### config.mk
export PLATFORM = sky130hd
export DESIGN_NAME = switch_conditioner
export DESIGN_NICKNAME = d
export VERILOG_FILES = /design/src/rtl/switch_conditioner.sv
export SDC_FILE = /design/constraint.sdc
export NUM_CORES = 1
export LEC_CHECK = 0
export ABC_AREA = 1
export CAP_MARGIN = 5
export CORE_ASPECT_RATIO = 1.5
export CORE_UTILIZATION = 33
export CTS_CLUSTER_DIAMETER = 120
export DETAILED_ROUTE_END_ITERATION = 6
export PLACE_DENSITY_LB_ADDON = 0.25
export SLEW_MARGIN = 20
export SYNTH_ARGS = -nofsm -noshare
export SYNTH_HDL_FRONTEND = slang
export SYNTH_SLANG_ARGS = --single-unit
### constraint.sdc
create_clock -name clk -period 4.46 [get_ports clk]
set_input_delay 0.669 -clock clk [delete_from_list [all_inputs] [get_ports clk]]
set_output_delay 0.669 -clock clk [all_outputs]
set_load 0.05 [all_outputs]
### src/rtl/switch_conditioner.sv
// switch_conditioner: synchronises and debounces raw board switches, emits
// stable levels with one-cycle rise/fall strobes, and a free-running
// count-enable tick from a prescaler.
// Optional build macro: SW_DEBOUNCE_BYPASS_EN removes the debounce FSMs and
// passes the synchronised level straight to sw_stable (fast simulation).
module switch_conditioner #(
  parameter int N_SW      = 3,
  parameter int DB_CYCLES = 50000,
  parameter int DB_W      = 16,
  parameter int TICK_DIV  = 25000000,
  parameter int TICK_W    = 25
) (
  input  logic            clk,
  input  logic            rst,
  input  logic [N_SW-1:0] sw_raw,
  output logic [N_SW-1:0] sw_stable,
  output logic [N_SW-1:0] sw_rise,
  output logic [N_SW-1:0] sw_fall,
  output logic            tick
);

  // Elaboration-time sanity checks on the parameter set.
  if (N_SW < 1) begin : g_bad_nsw
    $error("switch_conditioner: N_SW must be >= 1");
  end
  if (DB_CYCLES < 1 || (DB_CYCLES - 1) >= (2 ** DB_W)) begin : g_bad_db
    $error("switch_conditioner: DB_W cannot hold DB_CYCLES-1");
  end
  if (TICK_DIV < 2 || (TICK_DIV - 1) >= (2 ** TICK_W)) begin : g_bad_tick
    $error("switch_conditioner: TICK_W cannot hold TICK_DIV-1");
  end

  // ---------------------------------------------------------------------
  // Two-flop synchroniser; only s2 is used downstream.
  // ---------------------------------------------------------------------
  logic [N_SW-1:0] s1_q;
  logic [N_SW-1:0] s2_q;

  // Double-register the asynchronous switch levels into the clk domain.
  always_ff @(posedge clk or posedge rst) begin
    if (rst) begin
      s1_q <= '0;
      s2_q <= '0;
    end else begin
      s1_q <= sw_raw;
      s2_q <= s1_q;
    end
  end

  // ---------------------------------------------------------------------
  // Registered outputs shared by both build variants.
  // ---------------------------------------------------------------------
  logic [N_SW-1:0] stable_q, stable_d;
  logic [N_SW-1:0] rise_q,   rise_d;
  logic [N_SW-1:0] fall_q,   fall_d;

`ifdef SW_DEBOUNCE_BYPASS_EN

  // Bypass: stable follows s2 one cycle later; strobes mark the difference.
  always_comb begin
    stable_d = s2_q;
    rise_d   = s2_q & ~stable_q;
    fall_d   = ~s2_q & stable_q;
  end

`else

  // ---------------------------------------------------------------------
  // Per-bit debounce FSM with a saturating-by-construction counter.
  // ---------------------------------------------------------------------
  typedef enum logic [1:0] {
    S_LOW    = 2'd0,
    S_CHK_HI = 2'd1,
    S_HIGH   = 2'd2,
    S_CHK_LO = 2'd3
  } db_state_t;

  localparam logic [DB_W-1:0] DB_LAST = DB_W'(DB_CYCLES - 1);

  db_state_t       state_q [N_SW];
  db_state_t       state_d [N_SW];
  logic [DB_W-1:0] cnt_q   [N_SW];
  logic [DB_W-1:0] cnt_d   [N_SW];

  // Debounce state and counters for every switch bit.
  always_ff @(posedge clk or posedge rst) begin
    if (rst) begin
      for (int unsigned i = 0; i < N_SW; i++) begin
        state_q[i] <= S_LOW;
        cnt_q[i]   <= '0;
      end
    end else begin
      for (int unsigned i = 0; i < N_SW; i++) begin
        state_q[i] <= state_d[i];
        cnt_q[i]   <= cnt_d[i];
      end
    end
  end

  // Next-state and output decode; the counter only advances while below
  // DB_LAST, and every state change reloads it to zero, so it never wraps.
  always_comb begin
    stable_d = stable_q;
    rise_d   = '0;
    fall_d   = '0;
    for (int unsigned i = 0; i < N_SW; i++) begin
      state_d[i] = state_q[i];
      cnt_d[i]   = cnt_q[i];
    end
    for (int unsigned i = 0; i < N_SW; i++) begin
      case (state_q[i])
        S_LOW: begin
          if (s2_q[i]) begin
            state_d[i] = S_CHK_HI;
            cnt_d[i]   = '0;
          end
        end
        S_CHK_HI: begin
          if (!s2_q[i]) begin
            state_d[i] = S_LOW;
            cnt_d[i]   = '0;
          end else if (cnt_q[i] == DB_LAST) begin
            state_d[i]  = S_HIGH;
            cnt_d[i]    = '0;
            stable_d[i] = 1'b1;
            rise_d[i]   = 1'b1;
          end else begin
            cnt_d[i] = cnt_q[i] + DB_W'(1);
          end
        end
        S_HIGH: begin
          if (!s2_q[i]) begin
            state_d[i] = S_CHK_LO;
            cnt_d[i]   = '0;
          end
        end
        S_CHK_LO: begin
          if (s2_q[i]) begin
            state_d[i] = S_HIGH;
            cnt_d[i]   = '0;
          end else if (cnt_q[i] == DB_LAST) begin
            state_d[i]  = S_LOW;
            cnt_d[i]    = '0;
            stable_d[i] = 1'b0;
            fall_d[i]   = 1'b1;
          end else begin
            cnt_d[i] = cnt_q[i] + DB_W'(1);
          end
        end
        default: begin
          state_d[i] = S_LOW;
          cnt_d[i]   = '0;
        end
      endcase
    end
  end

`endif

  // Output registers; reset clears levels without producing a fall strobe.
  always_ff @(posedge clk or posedge rst) begin
    if (rst) begin
      stable_q <= '0;
      rise_q   <= '0;
      fall_q   <= '0;
    end else begin
      stable_q <= stable_d;
      rise_q   <= rise_d;
      fall_q   <= fall_d;
    end
  end

  assign sw_stable = stable_q;
  assign sw_rise   = rise_q;
  assign sw_fall   = fall_q;

  // ---------------------------------------------------------------------
  // Prescaler: tick is high for one cycle after tcnt reaches TICK_DIV-1.
  // ---------------------------------------------------------------------
  localparam logic [TICK_W-1:0] TICK_LAST = TICK_W'(TICK_DIV - 1);

  logic [TICK_W-1:0] tcnt_q, tcnt_d;
  logic              tick_q, tick_d;

  // Wrap the prescaler and raise the tick on the terminal count.
  always_comb begin
    tcnt_d = tcnt_q + TICK_W'(1);
    tick_d = 1'b0;
    if (tcnt_q == TICK_LAST) begin
      tcnt_d = '0;
      tick_d = 1'b1;
    end
  end

  // Prescaler and tick registers.
  always_ff @(posedge clk or posedge rst) begin
    if (rst) begin
      tcnt_q <= '0;
      tick_q <= 1'b0;
    end else begin
      tcnt_q <= tcnt_d;
      tick_q <= tick_d;
    end
  end

  assign tick = tick_q;

endmodule

==> impl_metrics.csv, run 1 <==
group,metric,value,unit
synthesis,synthCells,690,
die,die_w,105,µm
synthesis,ys_types,37,
place,dpl.hpwl,8230,µm
setup_path,critPathArrivalTime,1520,ps
global_route,grt_util_all_layers,15.0,%
place,pre_cts_slack,2240,ps
global_route,grt_pass1_vias,4426,
sta,min_period,2190,ps
sta,setup_ws,2270,ps
layout,layout-drive-gt1-share,7.56,%
layout,antenna_cells,0,
power,irDropWorstVdd,159,µV
die,rows,56,
setup_path,setup.worst_path.class,"flop to output pin",
die,design.die.area,0.0164,mm²
routing,via_per_inst,4.81,
cts,clock_latency,340,ps
power,p_sw_share,25.7,%
cts,clockRootBuffer,"clkbuf_16",
synthesis,avgSynthCellArea,7.59,µm²
setup_path,worstPathRequired,3790,ps
routing,ant_nets,0,
synthesis,synthTopCellsByArea,"dfrtp_1 (45%), nand2_1 (12%), nand3_1 (6.8%), inv_1 (6.5%), nor2_1 (6.3%)",
routing,drc,0,
setup_path,cp_num_buf_inv,1,
setup_path,path_max_fanout,1,
die,initial_core_util,33.7,%
routing,drt_pre_antenna_iters,5,
routing,first_iter_violations,150,
sta,final.setup_skew,4.91,ps
routing,wl_met2,5890,µm
setup_path,end_kind,"output pin",
synthesis,synthArstFlopShare,100,%
routing,top_layer,"met4",
layout,fin_util,37.9,%
setup_path,slowest_stage,"clkdlybuf4s50_1",
cts,cts-hold-fix-buffers,0,
power,leakage,2.73,nW
sta,setup_tns,0,ps
cts,path_clk_slew,60,ps
sta,rsz0062_at_grt,"no",
cts,tritoncts,"yes",
die,pin_count,15,
place,numPortBuffers,14,
setup_path,cp_cell_sequence,"clkdlybuf4s50_1",
synthesis,yosys_most_used_dff,"dfrtp_1",
routing,wl_met3,324,µm
synthesis,synth_area,0.00524,mm²
status,status,"finished, final reports clean",
power,power.density,320,mW/mm²
hold_path,hp-class,"flop to flop",
sta,hold_viol,0,
synthesis,netlist.area_leader.share,45.4,%
cts,cts_resized,0,
power,clkPwrFrac,40.8,%
cts,clk_path_buf_depth,2,
sta,relSlewSlack,39.8,%
synthesis,ys_ff_latch,95,
layout,ff_latch_area,0.00238,mm²
setup_path,crit_family,"buffers and inverters",
sta,fmaxAchievable,0.456,GHz
place,gp_congestion,0.864,
cts,htreeDepth,3,
synthesis,ys_seq_area_share,45.4,%
cts,post_cts_buffers,0,
sta,worst_pin_slew,903,ps
layout,fin_area,0.00590,mm²
synthesis,yosys-top-cells-count,"nand2_1 (173), dfrtp_1 (95), inv_1 (91)",
layout,fill_cells,1633,
global_route,overflow,0,
global_route,grt_pass1_wl,19900,µm
routing,wl_met1,4700,µm
routing,routed-via-count,4408,
flow_run,drv_cap,0,
hold_path,whs_path_depth,0,
synthesis,synth_nets,699,
sta,finalSetupViolCount,0,
global_route,grt_max_degree,76,
die,die_h,156,µm
layout,area_growth_syn_to_layout,12.6,%
layout,nNetsFinal,719,
setup_path,rr_worst_depth,8,
global_route,antenna_found_initial,0,
routing,wl_per_cell,12.2,µm
sta,slew_violations,0,
setup_path,crit_path_start_kind,"flop",
cts,clock_sinks,95,
die,core,0.0156,mm²
sta,hold-worst-slack,350,ps
synthesis,synth_edf_count,0,
synthesis,yosysMostFrequentCell,"nand2_1",
place,placed_area,0.00560,mm²
sta,period_share,49.2,%
setup_path,crit_cells,1,
setup_path,cpPeakStageDelay,820,ps
power,p_int,1.41,mW
routing,wirelength,11200,µm
synthesis,synth_top_area_cell,"dfrtp_1",
cts,cts-buffers-inserted,9,
power,power.switching,0.485,mW
synthesis,synth_warnings,0,
layout,multi_input_area,0.00245,mm²
power,seq_power_share,49.3,%
power,combPwrFrac,9.9,%
-- cell families (layout without fill, tap and decap cells) --
logic type / count (synthesis) / in the layout / share of synthesized area (%)
adders and majority gates: 4 / 4 / 0.955
AOI/OAI and AO/OA: 57 / 57 / 6.11
xor gates and xnor gates: 28 / 28 / 4.68
and+or+nand+nor: 402 / 402 / 35.0
DFF: 95 / 95 / 45.4
buffers and inverters: 104 / 128 / 7.86
-- through the flow --
step,power (mW),instances
3_5_place_dp,1.14,902
3_3_place_gp,1.13,902
2_1_floorplan,1.09,690
6_report,1.89,917
4_1_cts,1.92,917
5_1_grt,1.99,917
-- registers in the layout, indices dropped and copies added, names as in the netlist, named ones only --
signal	cells
s2_q	3
sw_stable	3
sw_rise	3
tcnt_q	25
cnt_q	48
state_q	3
s1_q	3
tick	1
sw_fall	3
-- placed cells by master, fill, tap and decap left out, types with 11 or more instances in the layout --
cell type	Yosys	layout
xor2_1	21	21
nand2_1	173	173
nand4_1	25	25
nor2_1	88	88
nor3_1	11	11
dfrtp_1	95	95
o21ai_0	23	23
inv_1	91	90
a21oi_1	11	11
o22ai_1	12	12
clkdlybuf4s50_1	0	14
nand3_1	71	71
-- cell type report --
| cell class | count | share of cell area, % |
|---|---|---|
| timing repair buffer | 15 | 2.50 |
| clock inverter | 2 | 0.657 |
| multi-input combinational | 491 | 41.5 |
| tap | 203 | 4.30 |
| sequential | 95 | 40.3 |
| inverter | 98 | 6.32 |
| clock buffer | 13 | 4.41 |
-- power groups by stage --
stage	combinational, mW	clock (mW)	sequential (mW)
after global routing	0.220	0.834	0.937
final	0.187	0.772	0.932
after global placement	0.188	0	0.945
after CTS	0.192	0.799	0.931
after detailed placement	0.191	0	0.947
after floorplan	0.160	0	0.931
-- worst register-to-register path, stage by stage, from the launching register on --
cell	delay [ps]
dfrtp_1	380
ha_1	200
nand3_1	150
nor2_1	140
nand2_1	130
nand2_1	340
inv_1	220
nand3_1	110
nand2_1	60
-- worst paths after layout --
kind | from | end | slack [ps]
min in group asynchronous | rst | s2_q[0] | 900
max reg2reg | cnt_q[0] | cnt_q[15] | 2630
min reg2reg | s1_q[2] | s2_q[2] | 350
max in group asynchronous | rst | cnt_q[34] | 2730
min | s1_q[2] | s2_q[2] | 350
max | sw_fall[1] | sw_fall[1] | 2270
-- layer usage --
layer	vias up	global-route usage, %
met5	-	0
met4	0	6.91
met3	21	2.37
met2	68	27.6
met1	2073	16.9
li1	2246	-
No activity file was read; power rests on OpenSTA's default activity.
==> run 2, diff against run 1 <==
clock period = 1.9 ns   (was 4.46 ns; I/O delays follow)
==> impl_metrics.csv, run 2 (synthesized netlist as in run 1, its figures left out) <==
group,metric,value,unit
routing,drc,0,
setup_path,end_kind,"output pin",
setup_path,worstPathRequired,1620,ps
power,power.density,755,mW/mm²
hold_path,whs_path_depth,0,
hold_path,holdPathEnd,"s2_q[2]",
sta,relSlewSlack,65.6,%
cts,cts-buffers-inserted,9,
setup_path,crit_path_start_kind,"flop",
power,combPwrFrac,10.2,%
sta,slew_violations,0,
global_route,grt_pass1_vias,4367,
setup_path,rr_worst_depth,6,
setup_path,cpPeakStageDelay,810,ps
sta,setup_ws,91.7,ps
layout,top_regs,"cnt_q x48, tcnt_q x25",
hold_path,hp-class,"flop to flop",
global_route,grt_pass1_wl,20300,µm
global_route,overflow,0,
power,clkPwrFrac,41.1,%
cts,htreeDepth,3,
die,pin_count,15,
die,rows,56,
cts,post_cts_buffers,0,
layout,mostFrequentLayoutCells,"nand2_1 (173), dfrtp_1 (95), inv_1 (90), nor2_1 (88), nand3_1 (71)",
setup_path,r2r-end,"tcnt_q[11]",
global_route,antenna_found_initial,0,
routing,wirelength,11600,µm
cts,clock_sinks,95,
power,p_sw_share,27.7,%
place,numPortBuffers,14,
die,design.die.area,0.0164,mm²
setup_path,crit_family,"buffers and inverters",
die,die_h,156,µm
power,p_int,3.25,mW
power,seq_power_share,48.7,%
power,irDropWorstVdd,384,µV
flow_run,drv_cap,0,
sta,fmaxAchievable,0.553,GHz
routing,wl_per_cell,12.5,µm
routing,routed-via-count,4449,
layout,antenna_cells,0,
sta,worst_pin_slew,515,ps
routing,wl_met2,6180,µm
layout,fin_cells,923,
global_route,grt_util_all_layers,15.4,%
cts,clock_latency,360,ps
global_route,grt_max_degree,58,
layout,top_register,"cnt_q",
setup_path,slowest_stage,"clkdlybuf4s50_1",
layout,fin_util,38.3,%
setup_path,critPathArrivalTime,1520,ps
layout,final_common_cell,"nand2_1",
cts,tritoncts,"yes",
place,gp_congestion,0.854,
layout,layout-drive-gt1-share,8.61,%
layout,largest_register_ffs,48,
routing,wl_met3,271,µm
setup_path,cp_num_buf_inv,1,
cts,clk_path_buf_depth,2,
cts,cts_resized,0,
routing,via_per_inst,4.82,
routing,drt_pre_antenna_iters,5,
cts,cts-hold-fix-buffers,0,
die,die_w,105,µm
routing,wl_met1,4870,µm
layout,nNetsFinal,724,
setup_path,cp_cell_sequence,"clkdlybuf4s50_1",
place,place_inst,907,
cts,path_clk_slew,70,ps
setup_path,reg2reg_slack,180,ps
sta,setup_tns,0,ps
status,status,"finished, final reports clean",
cts,clockRootBuffer,"clkbuf_16",
sta,final.setup_skew,12.5,ps
layout,area_growth_syn_to_layout,13.6,%
setup_path,setup.worst_path.class,"flop to output pin",
routing,first_iter_violations,272,
routing,ant_nets,0,
sta,hold_viol,0,
setup_path,r2r_start,"tcnt_q[0]",
power,power.switching,1.25,mW
place,pre_cts_slack,164,ps
die,initial_core_util,33.7,%
place,dpl.hpwl,8630,µm
routing,top_layer,"met4",
hold_path,hp-start,"s1_q[2]",
sta,rsz0062_at_grt,"no",
sta,finalSetupViolCount,0,
die,core,0.0156,mm²
sta,min_period,1810,ps
power,leakage,2.75,nW
setup_path,path_max_fanout,2,
sta,period_share,95.2,%
run 2: cell types whose count changed in the layout (fill, tap and decap cells not counted):
cell        delta
clkinvlp_4     +3
clkinv_2       +2
clkbuf_8       -2
clkinv_4       +1
buf_4          +4
inv_4          -1
clkbuf_1       -2
buf_12         +1
run 2: how the worst max path moves through the flow:
stage                       startpoint  cells past startpoint  slack, ps            to
after floorplan              cnt_q[16]                     10        460     cnt_q[30]
after detailed placement     tcnt_q[0]                      6        160    tcnt_q[12]
final                     sw_stable[0]                      1         90  sw_stable[0]
after CTS                 sw_stable[0]                      1         60  sw_stable[0]
after global placement       tcnt_q[0]                      6        220    tcnt_q[11]
after global routing      sw_stable[0]                      1         20  sw_stable[0]
run 2: cell type report:
type / instances / area (µm²)
Inverter: 98 / 374
Fill cell: 1620 / 9600
Clock inverter: 7 / 72.6
Tap cell: 203 / 254
Sequential cell: 95 / 2380
Multi-Input combinational cell: 491 / 2450
Clock buffer: 9 / 225
Timing Repair Buffer: 20 / 198
run 2: per-layer routing:
layer	track usage, %	vias up
li1	-	2259
met1	17.0	2111
met2	28.8	62
met3	2.83	17
met4	6.37	0
met5	0	-
run 2: per-stage QoR:
step	total power, mW	hold slack [ps]	cell area [µm²]
2_1_floorplan	2.56	316	5240
3_3_place_gp	2.69	335	5650
3_5_place_dp	2.69	343	5650
4_1_cts	4.56	358	5950
5_1_grt	4.71	359	5950
6_report	4.49	355	5950
run 2: power groups by stage:
stage                     Clock (mW)  Combinational, mW  Sequential [mW]
final                           1.84              0.460             2.19
after detailed placement           0              0.467             2.23
after CTS                       1.90              0.468             2.19
after global routing            1.99              0.522             2.20
after global placement             0              0.466             2.22
after floorplan                    0              0.377             2.18
==> run 3, diff against run 2 <==
MAX_ROUTING_LAYER = met4   (was unset)
SLEW_MARGIN = unset   (was 20)
==> impl_metrics.csv, run 3 (synthesized netlist as in run 1, its figures left out) <==
group,metric,value,unit
global_route,antenna_found_initial,0,
global_route,grt_pass1_wl,20200,µm
cts,post_cts_buffers,0,
sta,worst_pin_slew,516,ps
die,design.die.area,0.0164,mm²
setup_path,path_max_fanout,1,
setup_path,worstPathRequired,1620,ps
status,status,"finished, final reports clean",
setup_path,cpPeakStageDelay,810,ps
layout,top_register,"cnt_q",
power,leakage,2.77,nW
sta,setup_tns,0,ps
routing,wirelength,11500,µm
routing,ant_nets,0,
layout,area_growth_syn_to_layout,14.0,%
place,numPortBuffers,14,
cts,clock_latency,350,ps
die,die_w,105,µm
global_route,grt_pass1_vias,4428,
cts,cts-buffers-inserted,9,
flow_run,drv_cap,0,
cts,clockRootBuffer,"clkbuf_16",
sta,rsz0062_at_grt,"no",
setup_path,cp_num_buf_inv,1,
cts,path_clk_slew,70,ps
place,gp_congestion,0.880,
cts,tritoncts,"yes",
routing,drc,0,
layout,largest_register_ffs,48,
sta,relSlewSlack,65.5,%
cts,cts_resized,0,
place,dpl.hpwl,8550,µm
power,power.density,765,mW/mm²
sta,period_share,95.3,%
die,die_h,156,µm
setup_path,slowest_stage,"clkdlybuf4s50_1",
layout,fill_cells,1679,
setup_path,critPathArrivalTime,1530,ps
sta,slew_violations,0,
setup_path,end_kind,"output pin",
layout,mostFrequentLayoutCells,"nand2_1 (173), dfrtp_1 (95), inv_1 (90), nor2_1 (88), nand3_1 (71)",
cts,clk_path_buf_depth,2,
layout,top_regs,"cnt_q x48, tcnt_q x25",
routing,first_iter_violations,188,
global_route,grt_util_all_layers,15.7,%
setup_path,cp_cell_sequence,"clkdlybuf4s50_1",
layout,antenna_cells,0,
power,irDropWorstVdd,429,µV
sta,fmaxAchievable,0.552,GHz
sta,hold-worst-slack,353,ps
layout,nNetsFinal,724,
die,rows,56,
die,initial_core_util,33.7,%
routing,wl_per_cell,12.4,µm
layout,layout-drive-gt1-share,8.61,%
sta,min_period,1810,ps
hold_path,hp-class,"flop to flop",
routing,via_per_inst,4.85,
sta,hold_viol,0,
routing,drt_pre_antenna_iters,4,
setup_path,crit_family,"buffers and inverters",
global_route,overflow,0,
sta,final.setup_skew,7.04,ps
setup_path,crit_path_start_kind,"flop",
setup_path,setup.worst_path.class,"flop to output pin",
cts,clock_sinks,95,
global_route,grt_max_degree,57,
routing,routed-via-count,4476,
layout,final_common_cell,"nand2_1",
cts,cts-hold-fix-buffers,0,
die,core,0.0156,mm²
sta,finalSetupViolCount,0,
die,pin_count,15,
cts,htreeDepth,3,
-- run 3: routing by layer --
layer	GRT usage, %	part of all wire [%]	wire [µm]	vias up
li1	-	-	-	2260
met1	16.9	42	4860	2114
met2	28.3	53	6050	75
met3	1.87	2.3	266	27
met4	7.71	2.6	301	0
met5	-	0	0	-
-- run 3: final timing paths --
path                       startpoint          to  slack [ps]  cells past startpoint
max                        sw_fall[1]  sw_fall[1]          90                      1
min                           s1_q[2]     s2_q[2]         350                      0
max reg2reg                  cnt_q[0]   cnt_q[10]         230                      8
min reg2reg                   s1_q[2]     s2_q[2]         350                      0
max in group asynchronous         rst   tcnt_q[4]        1260                      3
min in group asynchronous         rst   cnt_q[42]         380                      3
-- run 3: through the flow --
stage | instance area (µm²) | power [mW] | utilization [%] | std cells | setup slack, ps
finish | 5970 | 4.57 | 38.4 | 923 | 89.6
CTS | 5970 | 4.64 | 38.4 | 923 | 72.3
detailed placement | 5650 | 2.70 | 36.3 | 907 | 228
global route | 5970 | 4.77 | 38.4 | 923 | 51.3
floorplan | 5240 | 2.56 | - | 690 | 463
global placement | 5650 | 2.68 | 36.3 | 907 | 243
-- run 3: cell type report --
type | instances | area [µm²] | area share (%)
inverter | 98 | 374 | 6.26
sequential | 95 | 2380 | 39.8
tap | 203 | 254 | 4.25
timing repair buffer | 20 | 198 | 3.31
multi-input combinational | 491 | 2450 | 41.0
clock inverter | 4 | 52.6 | 0.880
clock buffer | 12 | 267 | 4.46
-- run 3: where the power goes --
group / total [mW] / internal [mW] / switching [mW]
logic: 0.459 / 0.129 / 0.330
registers: 2.19 / 2.10 / 0.0870
clock network: 1.92 / 1.13 / 0.793
